## config.mk

```make
export PLATFORM = sky130hd
export DESIGN_NAME = uart_tx_sched_flat
export DESIGN_NICKNAME = d
export VERILOG_FILES = /design/src/rtl/uart_pkg.sv /design/src/rtl/uart_tx_sched_if.sv /design/src/rtl/uart_rr_arb2.sv /design/src/rtl/uart_tx_sched.sv /design/src/flat_wrapper.sv
export SDC_FILE = /design/constraint.sdc
export NUM_CORES = 1
export LEC_CHECK = 0
export ABC_AREA = 0
export BUFFER_PORTS_ARGS = -buffer_cell sky130_fd_sc_hd__buf_2
export CAP_MARGIN = 0
export CORE_MARGIN = 4
export CORE_UTILIZATION = 40
export CTS_CLUSTER_DIAMETER = 40
export DETAILED_ROUTE_END_ITERATION = 6
export GPL_TIMING_DRIVEN = 0
export PLACE_DENSITY = 0.67
export SLEW_MARGIN = 20
export SYNTH_ARGS = -nofsm -noshare
export SYNTH_HDL_FRONTEND = slang
export SYNTH_SLANG_ARGS = --single-unit
export TNS_END_PERCENT = 50
```

## constraint.sdc

```tcl
create_clock -name SYS_CLK -period 1.57 [get_ports SYS_CLK]
set_input_delay 0 -clock SYS_CLK [delete_from_list [all_inputs] [get_ports SYS_CLK]]
set_output_delay 0 -clock SYS_CLK [all_outputs]
set_load 0.1 [all_outputs]
```

## src/rtl/uart_pkg.sv

```systemverilog
// Shared UART types: TX scheduler state encoding, default byte width, source indices.
// Latency: n/a (declarations only).
// Backpressure: n/a.
package uart_pkg;

    localparam int UART_DATA_W = 8;

    // Source indices as seen on empty/r_req bit positions and grant_id.
    localparam logic SRC_ECHO = 1'b0;
    localparam logic SRC_HOST = 1'b1;

    typedef enum logic [2:0] {
        IDLE,
        READ,
        WAIT_DATA,
        WAIT_START,
        WAIT_DONE
    } uart_tx_sched_state_t;

    // One-hot read request for a source index.
    function automatic logic [1:0] src_onehot(input logic src);
        return (src == SRC_HOST) ? 2'b10 : 2'b01;
    endfunction

endpackage

```

## src/rtl/uart_tx_sched_if.sv

```systemverilog
// Bundle between the TX scheduler, the two source FIFOs and the UART transmitter.
// Latency: n/a (wiring only).
// Backpressure: FIFO side by empty flags, transmitter side by tx_busy.
// Ports: empty/r_req/r_data0/r_data1 face the FIFOs; tx_busy/tx_start/tx_data face the
// transmitter; grant_id and timeout_err are status. master = scheduler, slave = environment.
interface uart_tx_sched_if #(
    parameter int DATA_W = 8
);
    logic [1:0]        empty;
    logic [1:0]        r_req;
    logic [DATA_W-1:0] r_data0;
    logic [DATA_W-1:0] r_data1;
    logic              tx_busy;
    logic              tx_start;
    logic [DATA_W-1:0] tx_data;
    logic              grant_id;
    logic              timeout_err;

    modport master (
        input  empty, r_data0, r_data1, tx_busy,
        output r_req, tx_start, tx_data, grant_id, timeout_err
    );

    modport slave (
        output empty, r_data0, r_data1, tx_busy,
        input  r_req, tx_start, tx_data, grant_id, timeout_err
    );
endinterface

```

## src/rtl/uart_rr_arb2.sv

```systemverilog
// Two-requester round-robin pick: one-hot grant from request bits and preference pointer.
// Latency: combinational.
// Backpressure: none; grant is zero when nothing requests.
// Ports: req[n] = source n has data; ptr = preferred source on contention; gnt = one-hot grant.
module uart_rr_arb2
    import uart_pkg::*;
(
    input  logic [1:0] req,
    input  logic       ptr,
    output logic [1:0] gnt
);

    always_comb begin
        gnt = 2'b00;
        if (req == 2'b11) begin
            gnt = src_onehot(ptr);
        end else begin
            // Zero or one requester: the request itself is already one-hot (or empty).
            gnt = req;
        end
    end

endmodule

```

## src/rtl/uart_tx_sched.sv

```systemverilog
// Round-robin scheduler sharing one UART transmitter between echo (src 0) and host (src 1) FIFOs.
// Latency: tx_start two cycles after the IDLE edge that issues r_req; next grant 1 cycle after tx_busy falls.
// Backpressure: never issues a read while tx_busy is high; one byte in flight at a time.
// Ports: SYS_CLK, RST_N (async, active-low); bus (master modport) carries FIFO and transmitter signals.
// Build option UART_TX_SCHED_TIMEOUT_EN: adds a TIMEOUT_CYC watchdog on tx_busy rising after tx_start.
module uart_tx_sched
    import uart_pkg::*;
#(
    parameter int DATA_W      = UART_DATA_W,
    parameter int TIMEOUT_CYC = 1024
) (
    input  logic         SYS_CLK,
    input  logic         RST_N,
    uart_tx_sched_if.master bus
);

    uart_tx_sched_state_t state_q, state_d;

    logic              ptr_q, ptr_d;          // preferred source when both have data
    logic [1:0]        r_req_q, r_req_d;
    logic              tx_start_q, tx_start_d;
    logic [DATA_W-1:0] tx_data_q, tx_data_d;
    logic              grant_q, grant_d;
    logic [1:0]        gnt;

`ifdef UART_TX_SCHED_TIMEOUT_EN
    localparam int CNT_W = (TIMEOUT_CYC > 1) ? $clog2(TIMEOUT_CYC) : 1;
    logic [CNT_W-1:0] cnt_q, cnt_d;
    logic             terr_q, terr_d;
`endif

    uart_rr_arb2 u_arb (
        .req (~bus.empty),
        .ptr (ptr_q),
        .gnt (gnt)
    );

    always_comb begin
        state_d    = state_q;
        ptr_d      = ptr_q;
        r_req_d    = 2'b00;
        tx_start_d = 1'b0;
        tx_data_d  = tx_data_q;
        grant_d    = grant_q;
`ifdef UART_TX_SCHED_TIMEOUT_EN
        cnt_d      = cnt_q;
        terr_d     = 1'b0;
`endif
        case (state_q)
            IDLE: begin
                // empty is only looked at here; the arbiter already resolves contention.
                if (!bus.tx_busy && (gnt != 2'b00)) begin
                    r_req_d = gnt;
                    grant_d = gnt[1];
                    state_d = READ;
                end
            end
            READ: begin
                state_d = WAIT_DATA;
            end
            WAIT_DATA: begin
                // FIFO read data is valid the cycle after r_req.
                tx_data_d  = grant_q ? bus.r_data1 : bus.r_data0;
                tx_start_d = 1'b1;
                state_d    = WAIT_START;
`ifdef UART_TX_SCHED_TIMEOUT_EN
                cnt_d      = '0;
`endif
            end
            WAIT_START: begin
                // A tx_busy rise is checked first so it wins on the final counted cycle.
                if (bus.tx_busy) begin
                    state_d = WAIT_DONE;
                end
`ifdef UART_TX_SCHED_TIMEOUT_EN
                else if (cnt_q == CNT_W'(TIMEOUT_CYC - 1)) begin
                    // Byte is dropped; pointer stays so the same source is preferred again.
                    terr_d  = 1'b1;
                    state_d = IDLE;
                end else begin
                    cnt_d = cnt_q + 1'b1;
                end
`endif
            end
            WAIT_DONE: begin
                if (!bus.tx_busy) begin
                    ptr_d   = ~grant_q;
                    state_d = IDLE;
                end
            end
            default: begin
                state_d = IDLE;
            end
        endcase
    end

    always_ff @(posedge SYS_CLK or negedge RST_N) begin
        if (!RST_N) begin
            state_q    <= IDLE;
            ptr_q      <= SRC_ECHO;
            r_req_q    <= 2'b00;
            tx_start_q <= 1'b0;
            tx_data_q  <= '0;
            grant_q    <= 1'b0;
        end else begin
            state_q    <= state_d;
            ptr_q      <= ptr_d;
            r_req_q    <= r_req_d;
            tx_start_q <= tx_start_d;
            tx_data_q  <= tx_data_d;
            grant_q    <= grant_d;
        end
    end

`ifdef UART_TX_SCHED_TIMEOUT_EN
    always_ff @(posedge SYS_CLK or negedge RST_N) begin
        if (!RST_N) begin
            cnt_q  <= '0;
            terr_q <= 1'b0;
        end else begin
            cnt_q  <= cnt_d;
            terr_q <= terr_d;
        end
    end

    assign bus.timeout_err = terr_q;
`else
    assign bus.timeout_err = 1'b0;
`endif

    assign bus.r_req    = r_req_q;
    assign bus.tx_start = tx_start_q;
    assign bus.tx_data  = tx_data_q;
    assign bus.grant_id = grant_q;

endmodule

```

## src/flat_wrapper.sv

```systemverilog
// flat-port wrapper written by rule: the top's interface ports become plain ports
module uart_tx_sched_flat import uart_pkg::*;
#(
    parameter int DATA_W      = UART_DATA_W,
    parameter int TIMEOUT_CYC = 1024
)
  (SYS_CLK, RST_N, bus_empty, bus_r_data0, bus_r_data1, bus_tx_busy, bus_r_req, bus_tx_start, bus_tx_data, bus_grant_id, bus_timeout_err);
  uart_tx_sched_if #(.DATA_W(DATA_W)) bus_i ();
  input  logic SYS_CLK;
  input  logic RST_N;
  input wire logic [$bits(bus_i.empty)-1:0] bus_empty;
  input wire logic [$bits(bus_i.r_data0)-1:0] bus_r_data0;
  input wire logic [$bits(bus_i.r_data1)-1:0] bus_r_data1;
  input wire logic [$bits(bus_i.tx_busy)-1:0] bus_tx_busy;
  output wire logic [$bits(bus_i.r_req)-1:0] bus_r_req;
  output wire logic [$bits(bus_i.tx_start)-1:0] bus_tx_start;
  output wire logic [$bits(bus_i.tx_data)-1:0] bus_tx_data;
  output wire logic [$bits(bus_i.grant_id)-1:0] bus_grant_id;
  output wire logic [$bits(bus_i.timeout_err)-1:0] bus_timeout_err;
  assign bus_i.empty = bus_empty;
  assign bus_i.r_data0 = bus_r_data0;
  assign bus_i.r_data1 = bus_r_data1;
  assign bus_i.tx_busy = bus_tx_busy;
  assign bus_r_req = bus_i.r_req;
  assign bus_tx_start = bus_i.tx_start;
  assign bus_tx_data = bus_i.tx_data;
  assign bus_grant_id = bus_i.grant_id;
  assign bus_timeout_err = bus_i.timeout_err;
  uart_tx_sched #(.DATA_W(DATA_W), .TIMEOUT_CYC(TIMEOUT_CYC)) u_core (.SYS_CLK(SYS_CLK), .RST_N(RST_N), .bus(bus_i));
endmodule
```

* Yosys cells after proc, flatten, opt, wreduce, memory -nomap -nowiden
Cells that the tools add are included.
W data, S select, Z words.
** Storage, ports and cells
- Register bits after elaboration :: 16
- Input bits :: 21
** Operators by class
- Equal/unequal tests :: 8
- Multiplexer cells :: 10
- Bitwise logic cells :: 3
- Reductions and logical operators :: 7
** Operator list (number)
- $pmux W3 S5 :: 1
- $mux W3 :: 3
- $mux W2 :: 4
- $mux W8 :: 1
- $eq A3 B2 Y1 const B :: 2
- $ne A2 B2 Y1 const B :: 2
- $reduce_and A2 Y1 :: 2
- $eq A3 B1 Y1 const B :: 1
- $eq A3 B3 Y1 const B :: 1
- $logic_not A3 Y1 :: 1
- $reduce_and A3 Y1 :: 1
- $eq A2 B2 Y1 const B :: 1
- $ne A2 B1 Y1 const B :: 1
- $not A1 Y1 :: 2
- $not A2 Y2 :: 1
- $reduce_bool A2 Y1 :: 1
- $logic_and A1 B1 Y1 :: 1
- $logic_not A1 Y1 :: 1
- $mux W1 :: 1

* Longest topological paths before layout
Gate-level depths: netlist of run 1.
- Word-level depth :: 7
- Gate-level depth with buffers :: 5

* Modules after synthesis
Synthesis of run 1 repeated with hierarchy kept, for this count alone.
** Unflattened totals
- Cell total of the unflattened synthesis :: 69
- Area total of the unflattened synthesis :: 749.5 um^2
** Modules (own cells, without submodules)
- uart_tx_sched :: instances 1, cells each 66, area each 730.7 um^2, sequential area each 400.4 um^2
- uart_rr_arb2 :: instances 1, cells each 3, area each 18.8 um^2, sequential area each 0.0 um^2

* Worst setup path before layout of run 1
No wires, ideal clock.
- Path kind :: register to register
- Start point :: reg u_core.grant_q (netlist: u_core.bus.grant_id)
- End point :: reg u_core.tx_data_q[7] (netlist: u_core.bus.tx_data[7])
- Library setup time :: 0.122 ns
- Arrival time :: 1.595 ns
- Slack :: -0.148 ns
- Stages on the path, launching flop included :: 4
- Buffers on the path :: 1
- Path through :: dfrtp_1 -> clkbuf_2 -> mux2i_1 -> a21oi_2
** Between the ends
- Cells in the longest elaborated chain, start to end :: 1
** RTL lines
- start, declared :: RTL line uart_tx_sched.sv:23 : logic grant_q, grant_d;
- start signal, assigned :: RTL line uart_tx_sched.sv:111 : grant_q <= grant_d;
- $mux W8 :: RTL line uart_tx_sched.sv:63 : tx_data_d = grant_q ? bus.r_data1 : bus.r_data0;
- end signal, assigned :: RTL line uart_tx_sched.sv:110 : tx_data_q <= tx_data_d;
- end, declared :: RTL line uart_tx_sched.sv:22 : logic [DATA_W-1:0] tx_data_q, tx_data_d;
No other way between the ends.
A chain may end at the register's enable or synchronous reset.

* Worst setup path in the final report of run 1
- Start point :: reg u_core.state_q[0]
- End point :: reg u_core.ptr_q
** Between the ends
- Cells in the longest elaborated chain, start to end :: 2
** RTL lines
- start, declared :: RTL line uart_tx_sched.sv:17 : uart_tx_sched_state_t state_q, state_d;
- start signal, assigned :: RTL line uart_tx_sched.sv:106 : state_q <= state_d;
- $eq A3 B3 Y1 :: RTL line uart_tx_sched.sv:49 : case (state_q)
- $reduce_and A2 Y1 (no source line)
- end signal, assigned :: RTL line uart_tx_sched.sv:107 : ptr_q <= ptr_d;
- end, declared :: RTL line uart_tx_sched.sv:19 : logic ptr_q, ptr_d;
No other way between the ends.

==> results of run 1 <==
==> synth_stat cells <==
cell type / number
mux2i_1: 8
a22oi_1: 1
or4b_1: 1
a21oi_2: 1
buf_4: 1
a21boi_0: 1
dfrtp_1: 16
conb_1: 1
and3_1: 1
a21o_1: 1
nor4b_2: 1
clkbuf_2: 1
nand3b_1: 1
nand2_1: 4
nor2_1: 10
nor3_1: 3
nor2_2: 1
nor2b_1: 1
o21ai_1: 1
nor3b_4: 1
buf_6: 2
inv_1: 1
a21oi_1: 8
==> cells in the final DEF, fill, tap and decap left out, drive strengths merged <==
| cell | n |
|---|---|
| and3 | 1 |
| conb | 1 |
| buf | 35 |
| or4b | 1 |
| clkbuf | 5 |
| mux2i | 8 |
| nor4b | 1 |
| dfrtp | 16 |
| nand2 | 4 |
| inv | 1 |
| nand3b | 1 |
| nor2b | 1 |
| a21boi | 1 |
| nor3 | 3 |
| nor2 | 11 |
| nor3b | 1 |
| a22oi | 1 |
| a21oi | 9 |
| o21ai | 1 |
| a21o | 1 |
| dlygate4sd3 | 4 |
==> registers in the layout, indices dropped and copies added (netlist names) <==
| register | flops |
|---|---|
| u_core.bus.r_req | 2 |
| u_core.state_q | 3 |
| u_core.ptr_q | 1 |
| u_core.bus.tx_data | 8 |
| u_core.bus.grant_id | 1 |
| u_core.bus.tx_start | 1 |
==> per-layer routing <==
metal	GRT usage, %	vias up
met5	0	-
met4	2.69	0
met3	4.37	0
met2	21.2	17
met1	16.2	279
li1	-	309
==> cell type report <==
cell class	instances	area [um^2]	share of cell area (%)
Buffer	4	35.0	3.52
Clock buffer	4	26.3	2.64
Inverter	1	3.75	0.377
Multi-Input combinational cell	46	298	29.9
Sequential cell	16	402	40.3
Tap cell	25	31.3	3.14
Timing Repair Buffer	36	200	20.1
==> stage by stage <==
step / std cells / cell area, um^2 / utilization (%)
final: 132 / 996 / 57.1
after floorplan: 67 / 738 / -
after detailed placement: 124 / 930 / 53.3
after global routing: 132 / 996 / 57.1
after global placement: 124 / 930 / 53.3
after CTS: 132 / 996 / 57.1
==> how the worst max path moves through the flow <==
stage               cells past startpoint                start               endpoint
floorplan                               3  u_core.bus.grant_id  u_core.bus.tx_data[7]
global placement                        5    u_core.state_q[0]  u_core.bus.tx_data[7]
detailed placement                      4    u_core.state_q[0]           u_core.ptr_q
CTS                                     4    u_core.state_q[0]           u_core.ptr_q
global route                            4    u_core.state_q[0]           u_core.ptr_q
finish                                  4    u_core.state_q[0]           u_core.ptr_q
==> kinds of logic (layout without fill, tap and decap cells) <==
kind of cell | count (synthesis) | after routing
flip-flops | 16 | 16
multiplexers | 8 | 8
buffers and inverters | 5 | 45
AND/OR/NAND/NOR | 24 | 24
AO/OA/AOI/OAI | 13 | 13
other | 1 | 1
==> critical path, stage by stage (launching register included) <==
cell	delay [ns]
dfrtp_1	0.38
buf_6	0.13
or4b_1	0.53
nand2_1	0.09
o21ai_1	0.06
==> flow_summary.json, run 1 <==
{
  "yosysSeqAreaShare_pct": 54.3,
  "reg2reg_slack_ns": 0.27,
  "drtIter0Drc": 4,
  "highest_layer": "met3",
  "drc_errors": 0,
  "postRouteWirelength_um": 1440,
  "die_area_um2": 2590,
  "clock_latency_ns": 0.27,
  "hold_viol": 0,
  "path_class": "register to register",
  "setup_ws_ns": 0.265,
  "io_buffers": 32,
  "synth_top_family_by_area": "simple AND/OR/NAND/NOR gates",
  "fin_setup_tns_ns": 0,
  "synth_xor_area_share_pct": 0,
  "ys_ff_latch": 16,
  "finalSetupViolCount": 0,
  "grt_max_degree": 17,
  "die_h_um": 50.9,
  "arrival_ns": 1.46,
  "synth-compound-area-share_pct": 10.4,
  "rsz0062_at_grt": "no",
  "min_period_over_period_pct": 83.1,
  "cts.sinks": 16,
  "holdPathEnd": "u_core.bus.tx_data[1]",
  "numCtsBuffers": 3,
  "grt_usage_pct": 12.9,
  "viasPerCell": 4.58,
  "io_pins": 34,
  "vias": 605,
  "status": "finished clean",
  "gp_congestion": 0.682,
  "final_net_count": 129,
  "core_area_um2": 1750,
  "cp-end-kind": "register",
  "synth_top_area_cell": "dfrtp_1",
  "rr_endpoint": "u_core.ptr_q",
  "drv_cap": 0,
  "cts_tree": "built",
  "min_period_ns": 1.30,
  "ctsRootBufferMaster": "clkbuf_4",
  "min_path_type": "primary input to register",
  "finClkSkew_ns": 0.000332,
  "synth.distinct_cells": 23,
  "cts_setup_buffers": 0,
  "regToRegStartpoint": "u_core.state_q[0]",
  "syn-num-nets": 88,
  "whs_path_depth": 3,
  "antenna_found_initial": 0,
  "area_delta_synth_final_pct": 35.1,
  "yosys.area_share.simple_pct": 18.7,
  "wl_met2_um": 713,
  "worst_setup_path_start_kind": "register",
  "path_max_fanout": 8,
  "post-place-ws_ns": 0.271,
  "cts_resized": 0,
  "synthAdderAreaFrac_pct": 0,
  "htree_levels": 1,
  "reg2reg_depth": 4,
  "synth_warnings": 0,
  "syn_avg_cell_area_um2": 11.0,
  "hold_buffers": 4,
  "max_clock_freq_mhz": 766,
  "critPathRequiredTime_ns": 1.73,
  "num_antenna_cells": 0,
  "hold_slack_ns": 0.0160,
  "slew_viol_final": 0,
  "clock_path_buffers": 2,
  "firstDrtPassIters": 2,
  "min-delay-start": "bus_r_data1[1]",
  "grt_pass1_vias": 590,
  "dr_wl_met3_um": 80,
  "netlist_instances": 67,
  "synth.mux.area_fraction_pct": 10.9,
  "drive_gt1_share_pct": 41.1,
  "yosys-top-cells-area": "dfrtp_1, mux2i_1, a21oi_1",
  "cts.clk_slew.worst_paths_ns": 0.08,
  "hpwl_um": 1090,
  "grt_remaining_overflow": 0,
  "synthesis.area_um2": 737,
  "routedWlPerCell_um": 10.9,
  "wl_met1_um": 645,
  "fillers": 176,
  "ant_nets": 0,
  "die_w_um": 50.9,
  "initial_core_util_pct": 42.2,
  "grt_first_pass_wirelength_um": 2550,
  "rows": 15,
  "synth_top_cell_area_share_pct": 54.3
}
Power of run 1 is not shown: default switching activity piles up to over one toggle a cycle in this logic, so the estimate is an artifact.
==> run 2: changes to the inputs <==
--- a/config.mk
+++ b/config.mk
@@ -13,7 +13,7 @@
 export CTS_CLUSTER_DIAMETER = 40
 export DETAILED_ROUTE_END_ITERATION = 6
 export GPL_TIMING_DRIVEN = 0
-export PLACE_DENSITY = 0.67
+export PLACE_DENSITY = 0.7
 export SLEW_MARGIN = 20
 export SYNTH_ARGS = -nofsm -noshare
 export SYNTH_HDL_FRONTEND = slang
==> constraint.sdc (replaced) <==
create_clock -name SYS_CLK -period 1.09 [get_ports SYS_CLK]
set_input_delay 0 -clock SYS_CLK [delete_from_list [all_inputs] [get_ports SYS_CLK]]
set_output_delay 0 -clock SYS_CLK [all_outputs]
set_load 0.1 [all_outputs]
==> flow_summary.json, run 2 (same netlist as run 1, synthesis figures left out) <==
{
  "status": "finished with violations",
  "violations": "hold timing, setup timing",
  "grt_max_degree": 17,
  "min_period_ns": 1.22,
  "min_period_over_period_pct": 112,
  "wl_met2_um": 952,
  "firstDrtPassIters": 4,
  "ant_nets": 0,
  "finalSetupViolCount": 10,
  "drive_gt1_share_pct": 55.7,
  "final_cell_area_um2": 1230,
  "vias": 692,
  "largest_reg_flops": 8,
  "clock_latency_ns": 0.29,
  "cp-end-kind": "register",
  "htree_levels": 1,
  "worst_setup_path_start_kind": "register",
  "viasPerCell": 4.71,
  "drtIter0Drc": 8,
  "grt_usage_pct": 15.7,
  "setup_ws_ns": -0.132,
  "cts_tree": "built",
  "path_max_fanout": 4,
  "cts.clk_slew.worst_paths_ns": 0.09,
  "clock_path_buffers": 2,
  "die_area_um2": 2590,
  "cts.sinks": 16,
  "grt_remaining_overflow": 0,
  "whs_path_depth": 3,
  "rows": 15,
  "max_clock_freq_mhz": 818,
  "num_antenna_cells": 0,
  "ctsRootBufferMaster": "clkbuf_4",
  "io_buffers": 32,
  "holdPathEnd": "u_core.bus.tx_data[1]",
  "grt_first_pass_wirelength_um": 2970,
  "rsz0062_at_grt": "yes",
  "wl_met1_um": 737,
  "antenna_found_initial": 0,
  "arrival_ns": 1.40,
  "slew_viol_final": 0,
  "final_net_count": 144,
  "drv_cap": 0,
  "die_h_um": 50.9,
  "final_util_pct": 70.3,
  "dr_wl_met3_um": 121,
  "drc_errors": 0,
  "routedWlPerCell_um": 12.6,
  "regToRegStartpoint": "u_core.state_q[1]",
  "postRouteWirelength_um": 1850,
  "critPathSlowestCell": "or4b_4",
  "critical-path-max-stage-delay_ns": 0.54,
  "reg2reg_depth": 3,
  "io_pins": 34,
  "mostFrequentLayoutCell": "buf_2",
  "gp_congestion": 0.672,
  "numCtsBuffers": 3,
  "path_class": "register to register",
  "cp_cell_sequence": "or4b_4 > nand2_1 > o21ai_1",
  "critPathRequiredTime_ns": 1.27,
  "hpwl_um": 1150,
  "area_delta_synth_final_pct": 66.6,
  "placedInstanceArea_um2": 961,
  "min-delay-start": "bus_r_data0[1]",
  "die_w_um": 50.9,
  "hold_slack_ns": -0.00247,
  "highest_layer": "met4",
  "rr_endpoint": "u_core.ptr_q",
  "reg2reg_slack_ns": -0.13,
  "finClkSkew_ns": 0.00448,
  "hold_viol": 1,
  "layout_common_cells": "buf_2, dlygate4sd3_1, buf_4",
  "initial_core_util_pct": 42.2,
  "grt_pass1_vias": 698,
  "min_path_type": "primary input to register",
  "core_area_um2": 1750
}
==> run 2: changes by cell type in the layout (fill, tap and decap cells not counted), moves of 2 or more <==
cell,previous run,this run
dlygate4sd3_1,4,12
buf_6,2,4
nor2_2,1,5
dfrtp_1,15,8
clkbuf_4,3,8
nor2_1,10,5
dfrtp_2,1,7
buf_4,1,10
buf_2,32,23
a21oi_1,8,5
a21oi_2,1,4
==> run 2: worst max path at each step <==
stage,startpoint,endpoint,slack [ns]
4_1_cts,u_core.state_q[0],u_core.ptr_q,-0.15
3_3_place_gp,u_core.state_q[0],u_core.bus.tx_data[7],-0.19
5_1_grt,u_core.state_q[0],u_core.ptr_q,-0.16
6_report,u_core.state_q[1],u_core.ptr_q,-0.13
2_1_floorplan,u_core.bus.grant_id,u_core.bus.tx_data[7],-0.12
3_5_place_dp,u_core.state_q[0],u_core.bus.tx_data[1],-0.19
==> run 2: what timing repair did <==
item,in CTS,in global routing
hold endpoints to repair,22,0
buffers inserted,7,1
hold buffers,12,0
cloned,0,0
pin swaps,1,4
setup endpoints to repair,15,20
gates resized for setup,14,12
==> run 2: metrics by stage <==
step | instances | hold slack (ns) | setup TNS [ns] | setup WS (ns)
2_1_floorplan | 67 | -0.296 | -0.990 | -0.125
3_3_place_gp | 124 | -0.0700 | -1.72 | -0.186
3_5_place_dp | 124 | -0.0709 | -1.77 | -0.188
4_1_cts | 147 | 0.00450 | -0.642 | -0.147
5_1_grt | 147 | 0.0122 | -1.27 | -0.160
6_report | 147 | -0.00247 | -0.716 | -0.132
==> run 2: layer usage <==
| metal | track usage, % | up-vias |
|---|---|---|
| met5 | 0 | - |
| met2 | 27.7 | 25 |
| li1 | - | 345 |
| met3 | 3.21 | 5 |
| met4 | 8.07 | 0 |
| met1 | 17.8 | 317 |
==> run 2: critical path, delay by kind of cell, from the launching register on <==
kind	cells	cell delay [ns]
simple gates	2	0.62
flops	1	0.44
compound gates	1	0.05
==> run 2: cell type report <==
type,instances,area [um^2]
inverters,1,3.75
plain buffers,3,43.8
clock buffers,4,26.3
repair buffers,52,374
fillers,137,518
flip-flops and latches,16,413
multi-input cells,46,335
well taps,25,31.3
Power of run 2 is left out for the same reason.
==> run 3: changes to the inputs <==
--- a/config.mk
+++ b/config.mk
@@ -13,7 +13,7 @@
 export CTS_CLUSTER_DIAMETER = 40
 export DETAILED_ROUTE_END_ITERATION = 6
 export GPL_TIMING_DRIVEN = 0
-export PLACE_DENSITY = 0.7
+export PLACE_DENSITY = 0.76
 export SLEW_MARGIN = 20
 export SYNTH_ARGS = -nofsm -noshare
 export SYNTH_HDL_FRONTEND = slang
==> flow_summary.json, run 3 (same netlist as run 1, synthesis figures left out) <==
{
  "critPathRequiredTime_ns": 1.28,
  "vias": 728,
  "rsz0062_at_grt": "yes",
  "gp_congestion": 0.757,
  "cts.sinks": 16,
  "firstDrtPassIters": 4,
  "routedWlPerCell_um": 14.6,
  "io_pins": 34,
  "crit_start": "u_core.state_q[1]",
  "antenna_found_initial": 0,
  "path_max_fanout": 6,
  "drive_gt1_share_pct": 62.3,
  "cts_tree": "built",
  "fin_setup_tns_ns": -1.04,
  "reg2reg_depth": 3,
  "worst_setup_path_start_kind": "register",
  "regToRegStartpoint": "u_core.state_q[1]",
  "drtIter0Drc": 13,
  "drv_cap": 0,
  "arrival_ns": 1.42,
  "core_area_um2": 1750,
  "clock_path_buffers": 2,
  "violations": "setup timing",
  "viasPerCell": 4.95,
  "largest_reg_flops": 8,
  "layout_common_cells": "buf_2, dlygate4sd3_1, clkbuf_4, dfrtp_1, mux2i_1",
  "rr_endpoint": "u_core.ptr_q",
  "ctsRootBufferMaster": "clkbuf_4",
  "die_h_um": 50.9,
  "grt_max_degree": 17,
  "finalSetupViolCount": 11,
  "path_class": "register to register",
  "grt_pass1_vias": 713,
  "finClkSkew_ns": 0.00367,
  "grt_remaining_overflow": 0,
  "cts.clk_slew.worst_paths_ns": 0.09,
  "drc_errors": 0,
  "postRouteWirelength_um": 2140,
  "num_antenna_cells": 0,
  "io_buffers": 32,
  "cp-end-kind": "register",
  "initial_core_util_pct": 42.2,
  "grt_usage_pct": 15.8,
  "hpwl_um": 1240,
  "die_area_um2": 2590,
  "setup_ws_ns": -0.143,
  "min_period_over_period_pct": 113,
  "status": "finished with violations",
  "min_period_ns": 1.23,
  "max_clock_freq_mhz": 811,
  "reg2reg_slack_ns": -0.14,
  "rows": 15,
  "final_net_count": 144,
  "ant_nets": 0,
  "htree_levels": 1,
  "numCtsBuffers": 3,
  "grt_first_pass_wirelength_um": 3020,
  "crit_end": "u_core.ptr_q",
  "die_w_um": 50.9,
  "area_delta_synth_final_pct": 76.6,
  "slew_viol_final": 0,
  "clock_latency_ns": 0.29,
  "mostFrequentLayoutCell": "buf_2",
  "hold_viol": 0,
  "min_path_type": "primary input to register"
}
==> run 3: cell count changes in the layout (fill, tap and decap cells not counted), sizes merged <==
cell         change
clkbuf           +2
buf              -1
dlygate4sd3      -1
==> run 3: layer usage <==
layer  part of all wire, %  global-route usage, %  wire length, um
met1                    39                   16.4              829
met4                   1.6                   8.52               34
met2                    56                   28.1             1190
met5                     0                      0                0
met3                   4.0                   4.96               85
==> run 3: worst max-delay path: stages, from the launching register on <==
cell     delay, ns
dfrtp_2       0.45
or4b_4        0.56
nand2_2       0.08
o21ai_2       0.04
==> run 3: final cells by class <==
class | count | area [um^2]
inverters | 1 | 3.75
fillers | 130 | 444
multi-input cells | 46 | 368
well taps | 25 | 31.3
plain buffers | 4 | 58.8
clock buffers | 4 | 36.3
repair buffers | 51 | 392
flip-flops and latches | 16 | 412
==> run 3: worst min path at each step <==
stage,from,endpoint,depth (start not counted)
finish,bus_r_data0[3],u_core.bus.tx_data[3],3
global route,bus_r_data0[7],u_core.bus.tx_data[7],3
CTS,bus_r_data1[2],u_core.bus.tx_data[2],3
detailed placement,RST_N,u_core.bus.tx_data[7],1
global placement,RST_N,u_core.bus.tx_data[7],1
floorplan,RST_N,u_core.bus.r_req[0],0
==> run 3: timing repair <==
item / in CTS / in global routing
hold buffers: 9 / 2
endpoints found under the hold margin: 21 / 1
pin swaps: 3 / 5
cloned: 0 / 1
setup buffers: 5 / 2
setup endpoints to repair: 15 / 22
resized for setup: 9 / 29
==> run 3: metrics by stage <==
step	hold WS (ns)	setup WS (ns)	area (um^2)	util, %	cells
2_1_floorplan	-0.296	-0.125	769	-	67
3_3_place_gp	-0.0755	-0.176	961	55.1	124
3_5_place_dp	-0.0731	-0.189	961	55.1	124
4_1_cts	0.00577	-0.139	1150	65.9	142
5_1_grt	0.0124	-0.214	1300	74.6	147
6_report	0.0110	-0.143	1300	74.6	147
Power of run 3 is left out for the same reason.
